**config.mk**
```make
export PLATFORM = sky130hd
export DESIGN_NAME = uart_tx_cfg
export DESIGN_NICKNAME = d
export VERILOG_FILES = /design/src/rtl/uart_tx_cfg.sv
export SDC_FILE = /design/constraint.sdc
export NUM_CORES = 1
export LEC_CHECK = 0
export CORE_UTILIZATION = 58
export DETAILED_ROUTE_END_ITERATION = 7
export HOLD_SLACK_MARGIN = 0.05
export PLACE_DENSITY = 0.88
export SYNTH_ARGS = -nofsm -noshare
export SYNTH_HDL_FRONTEND = slang
export SYNTH_SLANG_ARGS = --single-unit
```
**constraint.sdc**
```tcl
create_clock -name clk -period 4.7 [get_ports clk]
set_input_delay 1.41 -clock clk [delete_from_list [all_inputs] [get_ports clk]]
set_output_delay 1.41 -clock clk [all_outputs]
set_load 0.02 [all_outputs]
```
**src/rtl/uart_tx_cfg.sv**
```systemverilog
// Runtime-configurable UART transmitter: 5-8 data bits, none/even/odd/mark parity,
// 1 or 2 stop bits, divisor-based baud. Config is captured per frame at acceptance.
module uart_tx_cfg #(
    parameter int DIV_W = 16
) (
    input  logic             clk,
    input  logic             rst,
    input  logic [7:0]       data,
    input  logic             valid,
    output logic             ready,
    output logic             tx,
    output logic             busy,
    input  logic [DIV_W-1:0] divisor,
    input  logic [1:0]       data_bits,
    input  logic [1:0]       parity,
    input  logic             stop2
);
    localparam logic [2:0] S_IDLE  = 3'd0;
    localparam logic [2:0] S_START = 3'd1;
    localparam logic [2:0] S_DATA  = 3'd2;
    localparam logic [2:0] S_PAR   = 3'd3;
    localparam logic [2:0] S_STOP  = 3'd4;

    logic [2:0]       state;
    logic [DIV_W-1:0] cnt;
    logic [DIV_W-1:0] d_r;
    logic [7:0]       sh;
    logic [2:0]       bidx;
    logic [1:0]       nb_r;
    logic             par_en_r;
    logic             par_bit_r;
    logic             stop2_r;
    logic             sidx;

    logic             accept;
    logic [DIV_W-1:0] d_in;
    logic [7:0]       masked;
    logic             par_in;
    logic [2:0]       last_bit;

    always_comb begin
        accept   = valid && ready;
        d_in     = (divisor < DIV_W'(2)) ? DIV_W'(2) : divisor;
        // Bits above the configured width never reach the line or the parity.
        masked   = data & (8'hFF >> (2'd3 - data_bits));
        case (parity)
            2'd1:    par_in = ^masked;
            2'd2:    par_in = ~^masked;
            default: par_in = 1'b1;
        endcase
        last_bit = 3'd4 + {1'b0, nb_r};
    end

    always_ff @(posedge clk) begin
        if (rst) begin
            state     <= S_IDLE;
            tx        <= 1'b1;
            ready     <= 1'b1;
            busy      <= 1'b0;
            cnt       <= '0;
            d_r       <= DIV_W'(2);
            sh        <= '0;
            bidx      <= '0;
            nb_r      <= '0;
            par_en_r  <= 1'b0;
            par_bit_r <= 1'b0;
            stop2_r   <= 1'b0;
            sidx      <= 1'b0;
        end else if (accept) begin
            // Accept can land in IDLE or in the final clock of the last stop bit.
            state     <= S_START;
            tx        <= 1'b0;
            ready     <= 1'b0;
            busy      <= 1'b1;
            cnt       <= d_in - DIV_W'(1);
            d_r       <= d_in;
            sh        <= masked;
            nb_r      <= data_bits;
            par_en_r  <= (parity != 2'd0);
            par_bit_r <= par_in;
            stop2_r   <= stop2;
        end else begin
            case (state)
                S_START: begin
                    if (cnt == '0) begin
                        state <= S_DATA;
                        tx    <= sh[0];
                        sh    <= sh >> 1;
                        bidx  <= '0;
                        cnt   <= d_r - DIV_W'(1);
                    end else begin
                        cnt <= cnt - DIV_W'(1);
                    end
                end
                S_DATA: begin
                    if (cnt == '0) begin
                        cnt <= d_r - DIV_W'(1);
                        if (bidx == last_bit) begin
                            if (par_en_r) begin
                                state <= S_PAR;
                                tx    <= par_bit_r;
                            end else begin
                                state <= S_STOP;
                                tx    <= 1'b1;
                                sidx  <= 1'b0;
                            end
                        end else begin
                            tx   <= sh[0];
                            sh   <= sh >> 1;
                            bidx <= bidx + 3'd1;
                        end
                    end else begin
                        cnt <= cnt - DIV_W'(1);
                    end
                end
                S_PAR: begin
                    if (cnt == '0) begin
                        state <= S_STOP;
                        tx    <= 1'b1;
                        sidx  <= 1'b0;
                        cnt   <= d_r - DIV_W'(1);
                    end else begin
                        cnt <= cnt - DIV_W'(1);
                    end
                end
                S_STOP: begin
                    if (cnt == '0) begin
                        if (sidx == stop2_r) begin
                            state <= S_IDLE;
                            busy  <= 1'b0;
                        end else begin
                            sidx <= 1'b1;
                            cnt  <= d_r - DIV_W'(1);
                        end
                    end else begin
                        cnt <= cnt - DIV_W'(1);
                        // ready is registered, so raise it one edge before the final clock.
                        if (cnt == DIV_W'(1) && sidx == stop2_r) ready <= 1'b1;
                    end
                end
                default: begin
                    state <= S_IDLE;
                    tx    <= 1'b1;
                    ready <= 1'b1;
                    busy  <= 1'b0;
                end
            endcase
        end
    end
endmodule

```
Yosys cells after proc, flatten, opt, wreduce, memory -nomap -nowiden:

Index checks and enable logic that the tools add are counted.

* input bits: 32
* register bits after elaboration: 55
* output and inout port bits: 3

* $add $sub $neg: 6
* $lt $le $gt $ge: 1
* muxes and demuxes: 47
* shifts and indexed selects: 1
* bitwise operators: 2
* reductions and logical operators: 21
* eq/ne operators: 30

Operators by type and width (count)
* 16-bit 2-to-1 mux: 5
* 16-bit by 1-bit subtractor with 16-bit output (second input constant): 3
* 8-bit 2-to-1 mux: 4
* 16-bit one-hot mux with 2 select lines: 1
* 3-bit 2-to-1 mux: 10
* 3-bit inequality test (second input constant): 9
* 2-bit inequality test (second input constant): 10
* 1-bit 2-to-1 mux: 19
* 16-bit by 1-bit == test with 1-bit output (second input constant): 1
* 16-bit zero test: 1
* 16-bit by 2-bit less-than comparator with 1-bit output (second input constant): 1
* 8-bit one-hot mux with 2 select lines: 1
* 3-bit one-hot mux with 4 select lines: 1
* 6-bit AND reduction: 2
* 3-bit nonzero test: 3
* 8-bit AND: 1
* 4-bit AND reduction: 2
* 8-bit AND reduction: 1
* 8-bit XNOR reduction: 1
* 8-bit parity: 1
* 8-bit by 2-bit >> shifter with 8-bit output (first input constant): 1
* 3-bit by 2-bit == test with 1-bit output (second input constant): 2
* 1-bit one-hot mux with 2 select lines: 3
* 3-bit one-hot mux with 2 select lines: 1
* 21 further kinds: 24

Longest topological paths before layout:

* depth in word-level cells: 6
* gate-level depth with buffers: 10
* gate-level depth less buffers: 10

Worst setup path after synthesis:

No wires, ideal clock.

* path type: input to register
* start: input divisor[11]
* end: register cnt[12]
* required time: 4.580 ns
* path buffers: 0
* stages on the path: 9
* setup time: 0.120 ns
* setup slack: 0.962 ns
* arrival: 3.618 ns
* cell sequence: or4_1 -> or4_4 -> o31ai_1 -> ha_1 -> nand3_1 -> nor4_1 -> xnor2_1 -> a21oi_1 -> o31a_1

* longest elaborated chain between the ends: 4

Ends and longest elaborated chain
* start, declared: RTL line 13 `input logic [DIV_W-1:0] divisor,`
* 16-bit by 2-bit less-than comparator with 1-bit output: RTL line 43 `d_in = (divisor < DIV_W'(2)) ? DIV_W'(2) : divisor;`
* 16-bit 2-to-1 mux *: RTL line 43
* 16-bit by 1-bit subtractor with 16-bit output *: RTL line 75 `cnt <= d_in - DIV_W'(1);`
* 16-bit 2-to-1 mux *: RTL line 69 `end else if (accept) begin`
* end signal, assigned: RTL line 75
* end signal, assigned: RTL line 90 `cnt <= d_r - DIV_W'(1);`
* end signal, assigned: RTL line 92 `cnt <= cnt - DIV_W'(1);`
* end, declared: RTL line 25 `logic [DIV_W-1:0] cnt;`

Mark *: on every way between the ends. The rest lies on a longest branch, timed or not.
A chain may end at the register's enable or synchronous reset.

Worst setup path in the final report:

Ends and elaborated chain as after synthesis.

==> reports/summary.txt <==
Vias in the first global route: 3195
# IOs: 35
Die X: 80.6 µm
CTS tree: done
Die height: 80.6 µm
Core Area: 5920 µm²
Filler instances: 490
Crit. Startpoint: divisor[11]
Clock buffer depth: 2
Clock share of power: 23.5%
NumNets Final: 530
Starting density of the core: 60.5%
Worst path top cell family by delay: simple AND/OR/NAND/NOR gates
Most common cell after layout, fill and taps aside: nand2_1
Fin crit period: 4.15 ns
Hold Crit Start: sh[7]$_SDFFE_PP0P_
Slew HR: 45.7%
RSZ-0062 raised after global routing: false
Max-slew violations: 0
I/O Buffers: 34
Internal power: 782 µW
# DRC: 0
Final worst clock skew: 0.0112 ns
# resized after CTS: 0
Worst-path clk slew: 0.10 ns
Post-synth EDFFs: 0
Setup repair bufs after CTS: 0
Psw: 437 µW
Sw frac: 35.9%
Req. time, crit path: 4.92 ns
Register area share after synthesis: 30.8%
Largest net degree at the start of global routing: 57
Area Growth Syn to Fin: 12.8%
Critical path's slowest cell: or4_1
CP Launch Type: primary input
Origin of the critical flop-to-flop path: cnt[2]$_SDFFE_PP0P_
VDD IR-drop max: 0.226 mV
YS warnings: 0
CTS Buf Count: 5
Finished Layout Cells: 565
Grt ovf: 0
Slowest stage delay, CP: 0.61 ns
Critical path arrival: 4.37 ns
Mapped Avg Cell Area: 7.65 µm²
Seq cells post-synth: 55
Clock root cell: clkbuf_8
Tightest Pin Transition: 0.813 ns
Cell area after synthesis: 3580 µm²
Vias per inst: 6.51
Gpl congestion: 0.950
Site row count: 28
Synth cell types: 67
Post-Route WL: 9340 µm
Max Cap Violations: 0
Comb pwr share: 31.1%
Pwr dens: 302 nW/µm²
Seq pwr share: 45.4%
HP Class: reg2reg
Critical-path cell list: clkdlybuf4s50_1 -> or4_1 -> or4_4 -> o31ai_1 -> ha_1 -> nand3_1 -> nor4_1 -> xnor2_1 -> a21oi_1 -> o31a_1
Post-CTS Hold Buffers: 0
Final setup viols: 0
Die area: 6490 µm²
Worst Setup Path Type: in2reg
CP Max Fanout: 5
Most frequent cells in the layout: nand2_1, dfxtp_1, nor2_1, a21oi_1, clkdlybuf4s50_1
First-pass GRT wire length: 15200 µm
Bufs and invs on worst path: 1
Setup TNS: 0 ns
Hold Violations, Final: 0
Main synth FF type: dfxtp_1
Worst-skew pair later-pin latency: 0.32 ns
Final worst-path cycle share: 88.4%
Async S/R FF share, synth: 0%
Layout cell share with drive strength beyond 1: 6.73%
Antenna-violating nets left: 0
Ant diodes: 0
Reg2Reg Setup Slack: 2.19 ns
Synthesized instance count: 468
H-tree depth: 2
Initial antenna violation count: 0
Cells after DPL: 557
Detailed router's first-iteration violation count: 488
CTS Sinks: 55
Syn_nets: 509
WL per Instance: 16.5 µm
Status: completed
Lkg Pwr: 0.00144 µW
1st-pass router iterations: 5
Dpl hpwl: 6650 µm
Crit. End Element: flip-flop
Vias: 3678
Max frequency: 241 MHz
Total GRT Usage: 30.1%
power groups by stage:
stage	clock network (µW)	logic [µW]	registers, µW
final	287	379	554
after global routing	305	411	559
after CTS	289	370	552
after detailed placement	0	367	562
after global placement	0	355	559
after floorplan	0	263	552
metrics by stage:
stage | utilization, % | hold WS (ns) | total power, µW | worst slack (ns) | instance area [µm²]
2_1_floorplan | - | 0.448 | 815 | 0.962 | 3580
3_3_place_gp | 66.6 | 0.458 | 914 | 0.299 | 3940
3_5_place_dp | 66.6 | 0.466 | 929 | 0.238 | 3940
4_1_cts | 68.2 | 0.481 | 1210 | 0.563 | 4040
5_1_grt | 68.2 | 0.520 | 1270 | 0.325 | 4040
6_report | 68.2 | 0.476 | 1220 | 0.547 | 4040
sequential cells by signal (all words and copies together), names as in the netlist, 2 cells and up:
| register | flops |
|---|---|
| cnt | 16 |
| d_r | 16 |
| sh | 8 |
| bidx | 3 |
| state | 3 |
| nb_r | 2 |
path summary, 6_finish.rpt:
kind,endpoint,cells past startpoint
setup / recovery,cnt[12]$_SDFFE_PP0P_,10
hold / removal,sh[7]$_SDFFE_PP0P_,2
setup reg to reg,cnt[0]$_SDFFE_PP0P_,6
hold reg to reg,sh[7]$_SDFFE_PP0P_,2
cells by family (layout without fill, tap and decap cells):
family	Yosys count	in the layout	synth area share, %
buffers and inverters	37	59	4.30
xor gates and xnor gates	38	38	9.30
AOI/OAI and AO/OA	119	119	21.9
DFF	55	55	30.8
and+or+nand+nor	205	205	29.2
muxes	5	5	1.40
adders and majority gates	9	9	3.15
final cells by class:
type                       count  area, µm²  share of cell area, %
timing repair buffer          40        380                   9.42
multi-input combinational    376       2330                   57.6
tap                           75       93.8                   2.32
inverter                      11       41.3                   1.02
sequential                    55       1100                   27.3
clock buffer                   6       82.6                   2.04
clock inverter                 2       13.8                  0.341
worst reg2reg max path, delay by kind of cell (launching register included):
family	cells	cell delay (ns)
DFF	1	0.39
AOI/OAI and AO/OA	3	1.18
and+or+nand+nor	3	0.80
layer usage:
layer	share of wire (%)	GRT usage, %	wire length (µm)	vias to the layer above
li1	-	-	-	1736
met1	42	40.7	3960	1699
met2	46	46.7	4300	204
met3	8.8	5.45	826	39
met4	2.7	12.7	256	0
met5	0	0	0	-
cell usage after synthesis (4+ instances only):
library cell   n  share of area (%)
a2111oi_0      5                1.2
a21oi_1       38                5.3
nand3_1       18                2.5
ha_1           9                3.1
nand4_1        6                1.0
clkbuf_1      18                1.9
nor4_2         4                1.4
o21ai_0       17                2.4
nor2_1        49                5.1
nand2b_1       4               0.70
nand3b_1       5                1.0
nand2_1       62                6.5
a211oi_1       9                1.9
a221oi_1       4               0.98
xnor2_1       26                6.4
nor4_1         5               0.87
o31ai_1        7                1.5
a31oi_1        6                1.0
dfxtp_1       55                 31
mux2i_1        5                1.4
xor2_1        12                2.9
nor3_1        22                3.1
inv_1         11                1.2
No activity file was read; power rests on OpenSTA's default activity.
